## src/rtl/sample_accumulator.sv

```systemverilog
// sample_accumulator
//   Sums blocks of 2**CNT_W unsigned samples and presents the block sum and
//   its truncated mean. It holds the result until downstream takes it.
//
//   Ports
//     clk        single clock; all state updates on its rising edge
//     rst        synchronous reset, active low
//     start      one-cycle request to begin a block (honoured only in IDLE)
//     in_data    unsigned sample, DATA_W bits
//     in_valid   in_data is valid this cycle
//     in_ready   block accepts in_data this cycle (state-only)
//     sum        accumulated block sum, SUM_W bits
//     avg        block mean, sum >> CNT_W (truncated)
//     out_valid  sum/avg hold a completed result (state-only)
//     out_ready  downstream consumes the result (only meaningful in DONE)
//     busy       high in any state other than IDLE
module sample_accumulator #(
  parameter  int DATA_W = 15,
  parameter  int CNT_W  = 4,
  localparam int SUM_W  = DATA_W + CNT_W
) (
  input  logic              clk,
  input  logic              rst,
  input  logic              start,
  input  logic [DATA_W-1:0] in_data,
  input  logic              in_valid,
  output logic              in_ready,
  output logic [SUM_W-1:0]  sum,
  output logic [DATA_W-1:0] avg,
  output logic              out_valid,
  input  logic              out_ready,
  output logic              busy
);

  typedef enum logic [1:0] {
    IDLE = 2'd0,
    ACC  = 2'd1,
    DONE = 2'd2
  } state_t;

  localparam logic [CNT_W-1:0] CNT_ONE  = {{(CNT_W-1){1'b0}}, 1'b1};
  localparam logic [CNT_W-1:0] CNT_LAST = {CNT_W{1'b1}};

  state_t             state_q;
  state_t             state_d;
  logic [SUM_W-1:0]   sum_q;
  logic [CNT_W-1:0]   cnt_q;
  logic               clr;
  logic               accept;

  // Truncating mean: dropping CNT_W LSBs divides by the block length.
  function automatic logic [DATA_W-1:0] mean_trunc(input logic [SUM_W-1:0] s);
    return s[SUM_W-1:CNT_W];
  endfunction

  // Next-state and handshake decode; outputs come from state alone.
  always_comb begin
    state_d = state_q;
    clr     = 1'b0;
    accept  = 1'b0;
    case (state_q)
      IDLE: begin
        if (start) begin
          state_d = ACC;
          clr     = 1'b1;
        end
      end
      ACC: begin
        if (in_valid) begin
          accept = 1'b1;
          if (cnt_q == CNT_LAST) state_d = DONE;
        end
      end
      DONE: begin
        if (out_ready) state_d = IDLE;
      end
      default: state_d = IDLE;
    endcase
  end

  // State, running sum and sample count. The sum is SUM_W wide, so a full
  // block of maximum samples fits without overflow.
  always_ff @(posedge clk) begin
    if (!rst) begin
      state_q <= IDLE;
      sum_q   <= '0;
      cnt_q   <= '0;
    end else begin
      state_q <= state_d;
      if (clr) begin
        sum_q <= '0;
        cnt_q <= '0;
      end else if (accept) begin
        sum_q <= sum_q + {{CNT_W{1'b0}}, in_data};
        cnt_q <= cnt_q + CNT_ONE;
      end
    end
  end

  assign in_ready  = (state_q == ACC);
  assign out_valid = (state_q == DONE);
  assign busy      = (state_q != IDLE);
  assign sum       = sum_q;
  assign avg       = mean_trunc(sum_q);

endmodule

```

## config.mk

```make
export PLATFORM = sky130hd
export DESIGN_NAME = sample_accumulator
export DESIGN_NICKNAME = d
export VERILOG_FILES = /design/src/rtl/sample_accumulator.sv
export SDC_FILE = /design/constraint.sdc
export NUM_CORES = 1
export LEC_CHECK = 0
export CAP_MARGIN = 10
export CORE_ASPECT_RATIO = 0.7
export CORE_UTILIZATION = 25
export CTS_CLUSTER_SIZE = 14
export DETAILED_ROUTE_END_ITERATION = 10
export PLACE_DENSITY = 0.48
export SLEW_MARGIN = 20
export SYNTH_ARGS = -nofsm -noshare
export SYNTH_HDL_FRONTEND = slang
export SYNTH_SLANG_ARGS = --single-unit
```

## constraint.sdc

```tcl
create_clock -name clk -period 3.6 [get_ports clk]
set_input_delay 0.54 -clock clk [delete_from_list [all_inputs] [get_ports clk]]
set_output_delay 0.54 -clock clk [all_outputs]
set_load 0.005 [all_outputs]
```

==> reports/qor.txt <==
Outcome: finished clean
Crit. End Element: flip-flop
FMAX: 369 MHz
Antenna-violating nets left: 0
Cells after Synth: 248
WS Path Type: primary input to flip-flop
Fin crit share: 0.753
DRC viols: 0
Die W: 108 microns
Pleak: 0.991 nW
Initial antenna violation count: 0
Req. time, crit path: 3.74 ns
Crit start category: primary input
Longest Clk Path Bufs: 2
Post-DR wirelength/cell: 13.7 microns
Cells along the critical path: clkdlybuf4s50_1 -> ha_1 -> inv_1 -> fa_1 -> nand2b_1 -> a211oi_2 -> o31ai_1 -> a2111oi_2 -> xnor2_1 -> nor2_1
Final critical-path required period: 2.71 ns
CP bufs+invs: 2
# hold bufs at CTS: 0
RSZ-0062 raised after global routing: false
Hpwl dp: 4.04 mm
Drt via density: 4.79
Input/output buffers: 56
Number of synthesized flops with an enable pin: 0
Fin. max-slew vios: 0
Delay-heaviest family, CP: compound AO/OA/AOI/OAI gates
Fillers: 811
Placeable Area: 0.00745 sq mm
Final #Nets: 323
Total negative slack: 0 ns
Ports: 57
Die Ht: 76.2 microns
H-tree levels: 1
Worst Clk Skew: 0.00812 ns
Vias in the first global route: 1723
CTS tree: yes
Pin count of the biggest net entering global routing: 22
Sink Count: 25
Path depth of the worst reg2reg path: 9
Critical Path Fanout Max: 3
Final hold vios: 0
Synth Cell Area: 0.00197 sq mm
Share of layout cells above drive strength 1: 0.0561
CTS Buf Count: 3
Crit path arrival time: 2.85 ns
Ys async rst share: 0
First-pass GRT wire length: 8.67 mm
Power per Cell Area: 268 mW/mm^2
Mean Syn Cell Area: 7.94 sq um
First DRT Iteration DRCs: 83
Endpoints failing setup: 0
Hold Path Class: flip-flop to flip-flop
Primary FF master, synth: dfxtp_1
DR pass1 iterations: 4
Path length in cells of the critical path: 10
Worst Tran Pin Value: 0.811 ns
VDD IR max: 0.125 mV
Clk_lat worst skew: 0.28 ns
DR vias: 1833
CP max stage cell: clkdlybuf4s50_1
Hold Path Cell Cnt: 2
Clock Pin Slew Worst Setup and Hold Paths: 0.10 ns
Cell Rows: 26
RD Place Congestion: 0.808
Post-CTS Setup Bufs: 0
Routed WL: 5.25 mm
Initial Utilization: 0.264
Post-Synthesis Net Count: 285
Max-Cap Viols: 0
CTS Root Buffer Type: clkbuf_8
Post-cts resize count: 0
Congestion Overflow GR: 0
Die Area: 0.00824 sq mm
#FFs+latches synth: 25
Final hold slack: 0.484 ns
Synth cell types: 48
Register area share after synthesis: 0.254
Ant diodes: 0
P&R area growth vs syn: 28.4%
Total global routing track utilization: 0.131
Slew HR: 0.458
CP max stage delay: 0.47 ns
Yosys warnings: 0
==> cells by family after synthesis <==
logic type,count (synthesis),share of synthesized area
AO/OA/AOI/OAI,68,0.235
XOR/XNOR,12,0.0534
adder cells (fa/ha/maj),17,0.112
buffers and inverters,33,0.110
flip-flops,25,0.254
multiplexers,4,0.0210
AND/OR/NAND/NOR,89,0.215
==> routing by layer <==
metal	up-vias	part of all wire	track usage
met5	-	0	0
met4	0	0.0046	0.0247
met3	2	0.050	0.0325
met2	40	0.40	0.189
met1	838	0.54	0.196
li1	953	-	-
==> synth_stat cells, drive strengths merged (4+ instances only) <==
cell | number | share of area
a211oi | 5 | 0.022
a21o | 7 | 0.027
a21oi | 22 | 0.058
and3 | 5 | 0.016
buf | 20 | 0.070
clkbuf | 5 | 0.025
dfxtp | 25 | 0.25
ha | 16 | 0.10
inv | 8 | 0.015
nand2 | 33 | 0.063
nand2b | 4 | 0.013
nand3 | 8 | 0.020
nand4 | 6 | 0.019
nor2 | 17 | 0.032
nor3 | 5 | 0.013
o21ai | 10 | 0.025
o22ai | 5 | 0.016
xnor2 | 10 | 0.044
==> sequential cells by signal (all words and copies together), names as in the netlist <==
register,count
sum,19
state_q,2
cnt_q,4
==> stage by stage <==
step           total power, mW  std cells  setup slack (ns)   util  cell area [sq um]
3_5_place_dp             0.503        379             0.586  0.333               2480
4_1_cts                  0.689        383             0.891  0.339               2530
5_1_grt                  0.720        383             0.763  0.339               2530
6_report                 0.676        383             0.887  0.339               2530
3_3_place_gp             0.504        379             0.644  0.333               2480
2_1_floorplan            0.430        248              1.33      -               1970
==> worst min-delay path, stage by stage, from the launching register on <==
cell	delay, ns
dfxtp_1	0.34
nand2_1	0.06
a21oi_1	0.05
==> cell type report <==
cell class	instances	area, sq um	share of cell area
clock buffers	3	41.3	0.0163
clock inverters	1	5.00	0.00198
inverters	8	30.0	0.0119
multi-input cells	190	1250	0.495
flip-flops and latches	25	500	0.198
well taps	98	123	0.0485
repair buffers	58	576	0.228
==> layout by cell type (no fill, tap or decap), types with 3 or more instances in the layout <==
| cell | n |
|---|---|
| and3_1 | 5 |
| nor3_1 | 5 |
| nand4_1 | 6 |
| a21oi_1 | 21 |
| nand3_1 | 8 |
| clkdlybuf4s50_1 | 56 |
| ha_1 | 16 |
| nand2b_1 | 4 |
| a21o_1 | 7 |
| nand2_1 | 33 |
| mux2i_1 | 3 |
| dfxtp_1 | 25 |
| xnor2_1 | 10 |
| clkbuf_8 | 3 |
| a211oi_1 | 4 |
| o21ai_0 | 9 |
| nor2_1 | 17 |
| o22ai_1 | 5 |
| o211ai_1 | 3 |
| inv_1 | 8 |
==> power by group <==
part	switching, mW	internal (mW)
registers	0.0116	0.287
clock network	0.102	0.0778
logic	0.101	0.0976
==> final timing paths <==
check / start / endpoint / slack (ns)
min: sum[2] / sum[2] / 0.48
max reg2reg: sum[0] / sum[18] / 1.24
max: in_data[0] / sum[18] / 0.89
min reg2reg: sum[2] / sum[2] / 0.48
Power figures use the tool's default switching activity.
==> RTL edit 1: new RTL, same flow settings <==
Make the reset (`rst`) asynchronous in one clocked block. Comments in the files are not updated.
--- a/src/rtl/sample_accumulator.sv
+++ b/src/rtl/sample_accumulator.sv
@@ -82,3 +82,3 @@
   // block of maximum samples fits without overflow.
-  always_ff @(posedge clk) begin
+  always_ff @(posedge clk or negedge rst) begin
     if (!rst) begin
Behaviour: differs if rst is asserted again (counterexample within 4 cycles, from zero or initial values and one cycle with rst low); with rst held inactive, the same outputs for 10 cycles.
==> RTL edit 1 against the original RTL <==
  * Routed wire length down 7.0%
  * Synthesized area is 2.2% lower
  * Via count is 9.9% lower
  * Die area decreased by 2.2%
  * Setup slack better by 220 ps
  * Hold slack improved by 36 ps
  * Sequential cell count did not move
  * Maximum frequency rose by 8.8%
  * Count of clock-buffer cells in the layout is the same
  * Final area is 0.69% higher
  * First-iteration DRC count fell by 30%
  * Critical path type unchanged
Power is left out: it rests on default switching activity, and per cell area and clock period it moved more than threefold.
==> RTL edit 1: results (changes against the original RTL) <==
* Sequential cell area fraction in the yosys report at 0.325 (was 0.254)
* Layout cell share with drive strength beyond 1 at 0.0566 (was 0.0561)
* Dpl cells at 359 (was 379)
* Fraction of registers with async set/reset at 1.00 (was 0)
* Status: completed (unchanged)
* Storage cell area at 626 µm² (was 500 µm²)
* First-pass GRT wire length at 7940 µm (was 8670 µm)
* Average wire per standard cell at 13.4 µm (was 13.7 µm)
* Top post-synthesis cells by count: nand2_1, dfrtp_1, nor2_1 (was nand2_1, dfxtp_1, a21oi_1)
* Initial drt markers at 58 (was 83)
* Routability cong. at 0.813 (was 0.808)
* Family with the most delay on the worst path: compound AO/OA/AOI/OAI gates (unchanged)
* Max-Cap Viols at 0 (unchanged)
* GRT met3 Usage at 0.0257 (was 0.0325)
* Critical path data arrival time at 2670 ps (was 2850 ps)
* Max reg flops at 19 (unchanged)
* Port bufs at 56 (unchanged)
* Drt pass-1 iters at 4 (unchanged)
* Post-CTS Setup Bufs at 0 (unchanged)
* GRT met2 Usage at 0.176 (was 0.189)
* Clk buf depth at 2 (unchanged)
* HPWL Detailed at 3700 µm (was 4040 µm)
* Syn. warnings at 0 (unchanged)
* Synth top area cells: dfrtp_1, ha_1, buf_4, nand2_1, a21oi_1 (was dfxtp_1, ha_1, nand2_1, buf_4, a21oi_1)
* Worst-Skew Late Latency at 280 ps (about the same)
* Cell variety after synth at 47 (was 48)
* Num CTS Buffers at 3 (unchanged)
* Met1 usage at 0.202 (was 0.196)
* Syn Inst Count at 222 (was 248)
* Hold crit path type: register to register (unchanged)
* CP Max Fanout at 4 (was 3)
* Relative slew slack at 0.591 (was 0.458)
* Placement Cell Area at 2490 µm² (was 2480 µm²)
* Fin. max-slew vios at 0 (unchanged)
* Vias at 1651 (was 1833)
* Clock skew at 12.0 ps (was 8.12 ps)
* CTS root buffer: clkbuf_8 (unchanged)
* Initial antenna violation count at 0 (unchanged)
* Largest net degree at the start of global routing at 26 (was 22)
* Vias per inst at 4.55 (was 4.79)
* Nets at 303 (was 323)
* Tot GR Track Use at 0.128 (was 0.131)
* # H-tree levels at 1 (unchanged)
* Pre-CTS setup slack at 808 ps (was 586 ps)
* Vias in the first global route at 1522 (was 1723)
* FILL cells at 778 (was 811)
* Post-synthesis net count at 259 (was 285)
==> RTL edit 1: per-layer routing <==
| metal | share of wire | wire length, µm | up-vias |
|---|---|---|---|
| met2 | 0.39 | 1910 | 45 |
| met3 | 0.049 | 241 | 2 |
| met4 | 0.0029 | 14 | 0 |
| met5 | 0 | 0 | - |
| li1 | - | - | 865 |
| met1 | 0.56 | 2710 | 739 |
==> RTL edit 1: layout make-up <==
| type | instances | share of cell area |
|---|---|---|
| multi-input combinational | 166 | 0.441 |
| sequential | 25 | 0.246 |
| clock inverter | 1 | 0.00344 |
| timing repair buffer | 59 | 0.229 |
| clock buffer | 3 | 0.0162 |
| inverter | 11 | 0.0162 |
| tap | 98 | 0.0482 |
==> RTL edit 1: path summary, 6_finish.rpt <==
path	startpoint	endpoint	slack, ps	cells after the start
max in group asynchronous	rst	sum[18]	2700	2
worst min register to register	sum[18]	sum[18]	520	1
min in group asynchronous	rst	sum[7]	620	2
worst max-delay path	in_data[0]	sum[14]	1110	10
worst min-delay path	sum[18]	sum[18]	520	1
worst max register to register	sum[0]	sum[14]	1410	9
==> RTL edit 1: cells by family (layout without fill, tap and decap cells) <==
kind of cell / count (synthesis) / in the layout / synth area share
adder cells (fa/ha/maj): 17 / 17 / 0.114
buffers and inverters: 31 / 74 / 0.0923
AO/OA/AOI/OAI: 62 / 62 / 0.224
XOR/XNOR: 10 / 10 / 0.0455
AND/OR/NAND/NOR: 74 / 74 / 0.183
flip-flops: 25 / 25 / 0.325
multiplexers: 3 / 3 / 0.0156
==> RTL edit 2: new RTL, config.mk and constraints unchanged <==
Without the edit above. Set the parameter `CNT_W` to 6 (it was 4).
--- a/src/rtl/sample_accumulator.sv
+++ b/src/rtl/sample_accumulator.sv
@@ -18,3 +18,3 @@
   parameter  int DATA_W = 15,
-  parameter  int CNT_W  = 4,
+  parameter  int CNT_W  = 6,
   localparam int SUM_W  = DATA_W + CNT_W
Ports: changed (resized sum); port bits go from 57 to 59. The function was not compared with the original's and may differ.
==> RTL edit 2 against the original RTL <==
  * Power up 30%
  * Final area increased by 8.4%
  * Critical path depth down 1
  * Routed wire length grew 1.4%
  * Setup slack lost 62 ps
  * Largest cell class unchanged
  * Synthesized area is 3.4% higher
  * Sequential cell count rose by 4
  * Clock power up 120%
==> RTL edit 2: results (changes against the original RTL) <==
* Status: completed (unchanged)
* Vias per inst at 4.75 (was 4.79)
* # setup viols final at 0 (unchanged)
* # H-tree levels at 2 (was 1)
* Vias in the first global route at 1765 (was 1723)
* Post-synthesis net count at 290 (was 285)
* Average wire per standard cell at 13.3 µm (was 13.7 µm)
* Routability cong. at 0.825 (was 0.808)
* Cell variety after synth at 47 (was 48)
* Synth top area cells: dfxtp_1, ha_1, buf_4, nand2_1, a21oi_1 (was dfxtp_1, ha_1, nand2_1, buf_4, a21oi_1)
* Port bufs at 58 (was 56)
* Initial drt markers at 59 (was 83)
* Clock skew at 1.93 ps (was 8.12 ps)
* Layout cell share with drive strength beyond 1 at 0.0537 (was 0.0561)
* Sequential cell area fraction in the yosys report at 0.285 (was 0.254)
* FILL cells at 841 (was 811)
* Largest net degree at the start of global routing at 14 (was 22)
* Max reg flops at 21 (was 19)
* First-pass GRT wire length at 8750 µm (was 8670 µm)
* Clk buf depth at 2 (unchanged)
* Top post-synthesis cells by count: dfxtp_1, nand2_1, a21oi_1, nand3_1, nor2_1 (was nand2_1, dfxtp_1, a21oi_1)
* Clock Pin Slew Worst Setup and Hold Paths at 50 ps (was 100 ps)
* Relative slew slack at 0.649 (was 0.458)
* HPWL Detailed at 3980 µm (was 4040 µm)
* CP Max Fanout at 6 (was 3)
* Critical path data arrival time at 2910 ps (was 2850 ps)
* Syn. warnings at 0 (unchanged)
* Dpl cells at 391 (was 379)
* Period Utilization, post-route at 0.771 (was 0.753)
* Syn Inst Count at 253 (was 248)
* Maximum vdd ir drop at 134 µV (was 125 µV)
* CTS root buffer: clkbuf_16 (was clkbuf_8)
* Placement Cell Area at 2600 µm² (was 2480 µm²)
* Number of diodes at 0 (unchanged)
* Worst-Skew Late Latency at 270 ps
* Nets at 334 (was 323)
* Hold crit path type: register to register (unchanged)
* Fraction of registers with async set/reset at 0 (unchanged)
* Tot GR Track Use at 0.133 (was 0.131)
* Num CTS Buffers at 5 (was 3)
* Static leakage at 1.08 nW (was 0.991 nW)
* Final WL at 5320 µm (was 5250 µm)
## RTL edit 2: changes by cell type after synthesis, moves of 3 or more
cell	before	now
and2_1	1	5
clkbuf_8	3	0
dfxtp_1	25	29
inv_1	8	5
nand2_1	33	28
nand3_1	8	20
o21ai_0	9	12
o22ai_1	5	0
xnor2_1	10	6
xor2_1	2	8
## RTL edit 2: worst max-delay path, stage by stage
cell and delay (ps):
clkdlybuf4s50_1 410, ha_1 240, fa_1 450, a211oi_1 390
o211ai_2 130, a211o_2 340, a31oi_4 210, or3_1 140
a21oi_1 60
## RTL edit 2: cell type report
| class | instances | area (µm²) | area share |
|---|---|---|---|
| Multi-Input combinational cell | 195 | 1270 | 0.465 |
| Timing Repair Buffer | 61 | 603 | 0.220 |
| Sequential cell | 29 | 581 | 0.212 |
| Clock buffer | 8 | 136 | 0.0498 |
| Tap cell | 101 | 126 | 0.0462 |
| Inverter | 5 | 18.8 | 0.00686 |
## RTL edit 2: stage by stage
stage	setup WS, ps	util
floorplan	1190	-
global placement	593	0.330
detailed placement	535	0.330
CTS	818	0.348
global route	718	0.348
finish	826	0.348
## RTL edit 2: worst paths after layout
path	endpoint	start	slack, ps	depth (start not counted)
setup / recovery	sum[18]	in_data[0]	830	9
setup reg to reg	sum[18]	sum[0]	1190	8
hold / removal	cnt_q[1]	cnt_q[1]	480	2
hold reg to reg	cnt_q[1]	cnt_q[1]	480	2
## RTL edit 2: kinds of logic after synthesis
family,synth area share
xor gates and xnor gates,0.0603
buffers and inverters,0.0892
and+or+nand+nor,0.240
muxes,0.00492
DFF,0.285
AOI/OAI and AO/OA,0.212
adders and majority gates,0.108
## RTL edit 2: report_power, final
group	internal [mW]	leakage [nW]	switching, mW
clock	0.256	0.0652	0.138
combinational	0.0729	0.780	0.0761
sequential	0.329	0.235	0.00707
total	0.658	1.08	0.221
## RTL edit 2: layer usage
| metal | track usage | vias to the layer above | wire length, µm |
|---|---|---|---|
| met5 | 0 | - | 0 |
| met4 | 0.0400 | 0 | 56 |
| met3 | 0.0353 | 7 | 226 |
| met2 | 0.184 | 41 | 2160 |
| met1 | 0.196 | 861 | 2880 |
| li1 | - | 987 | - |
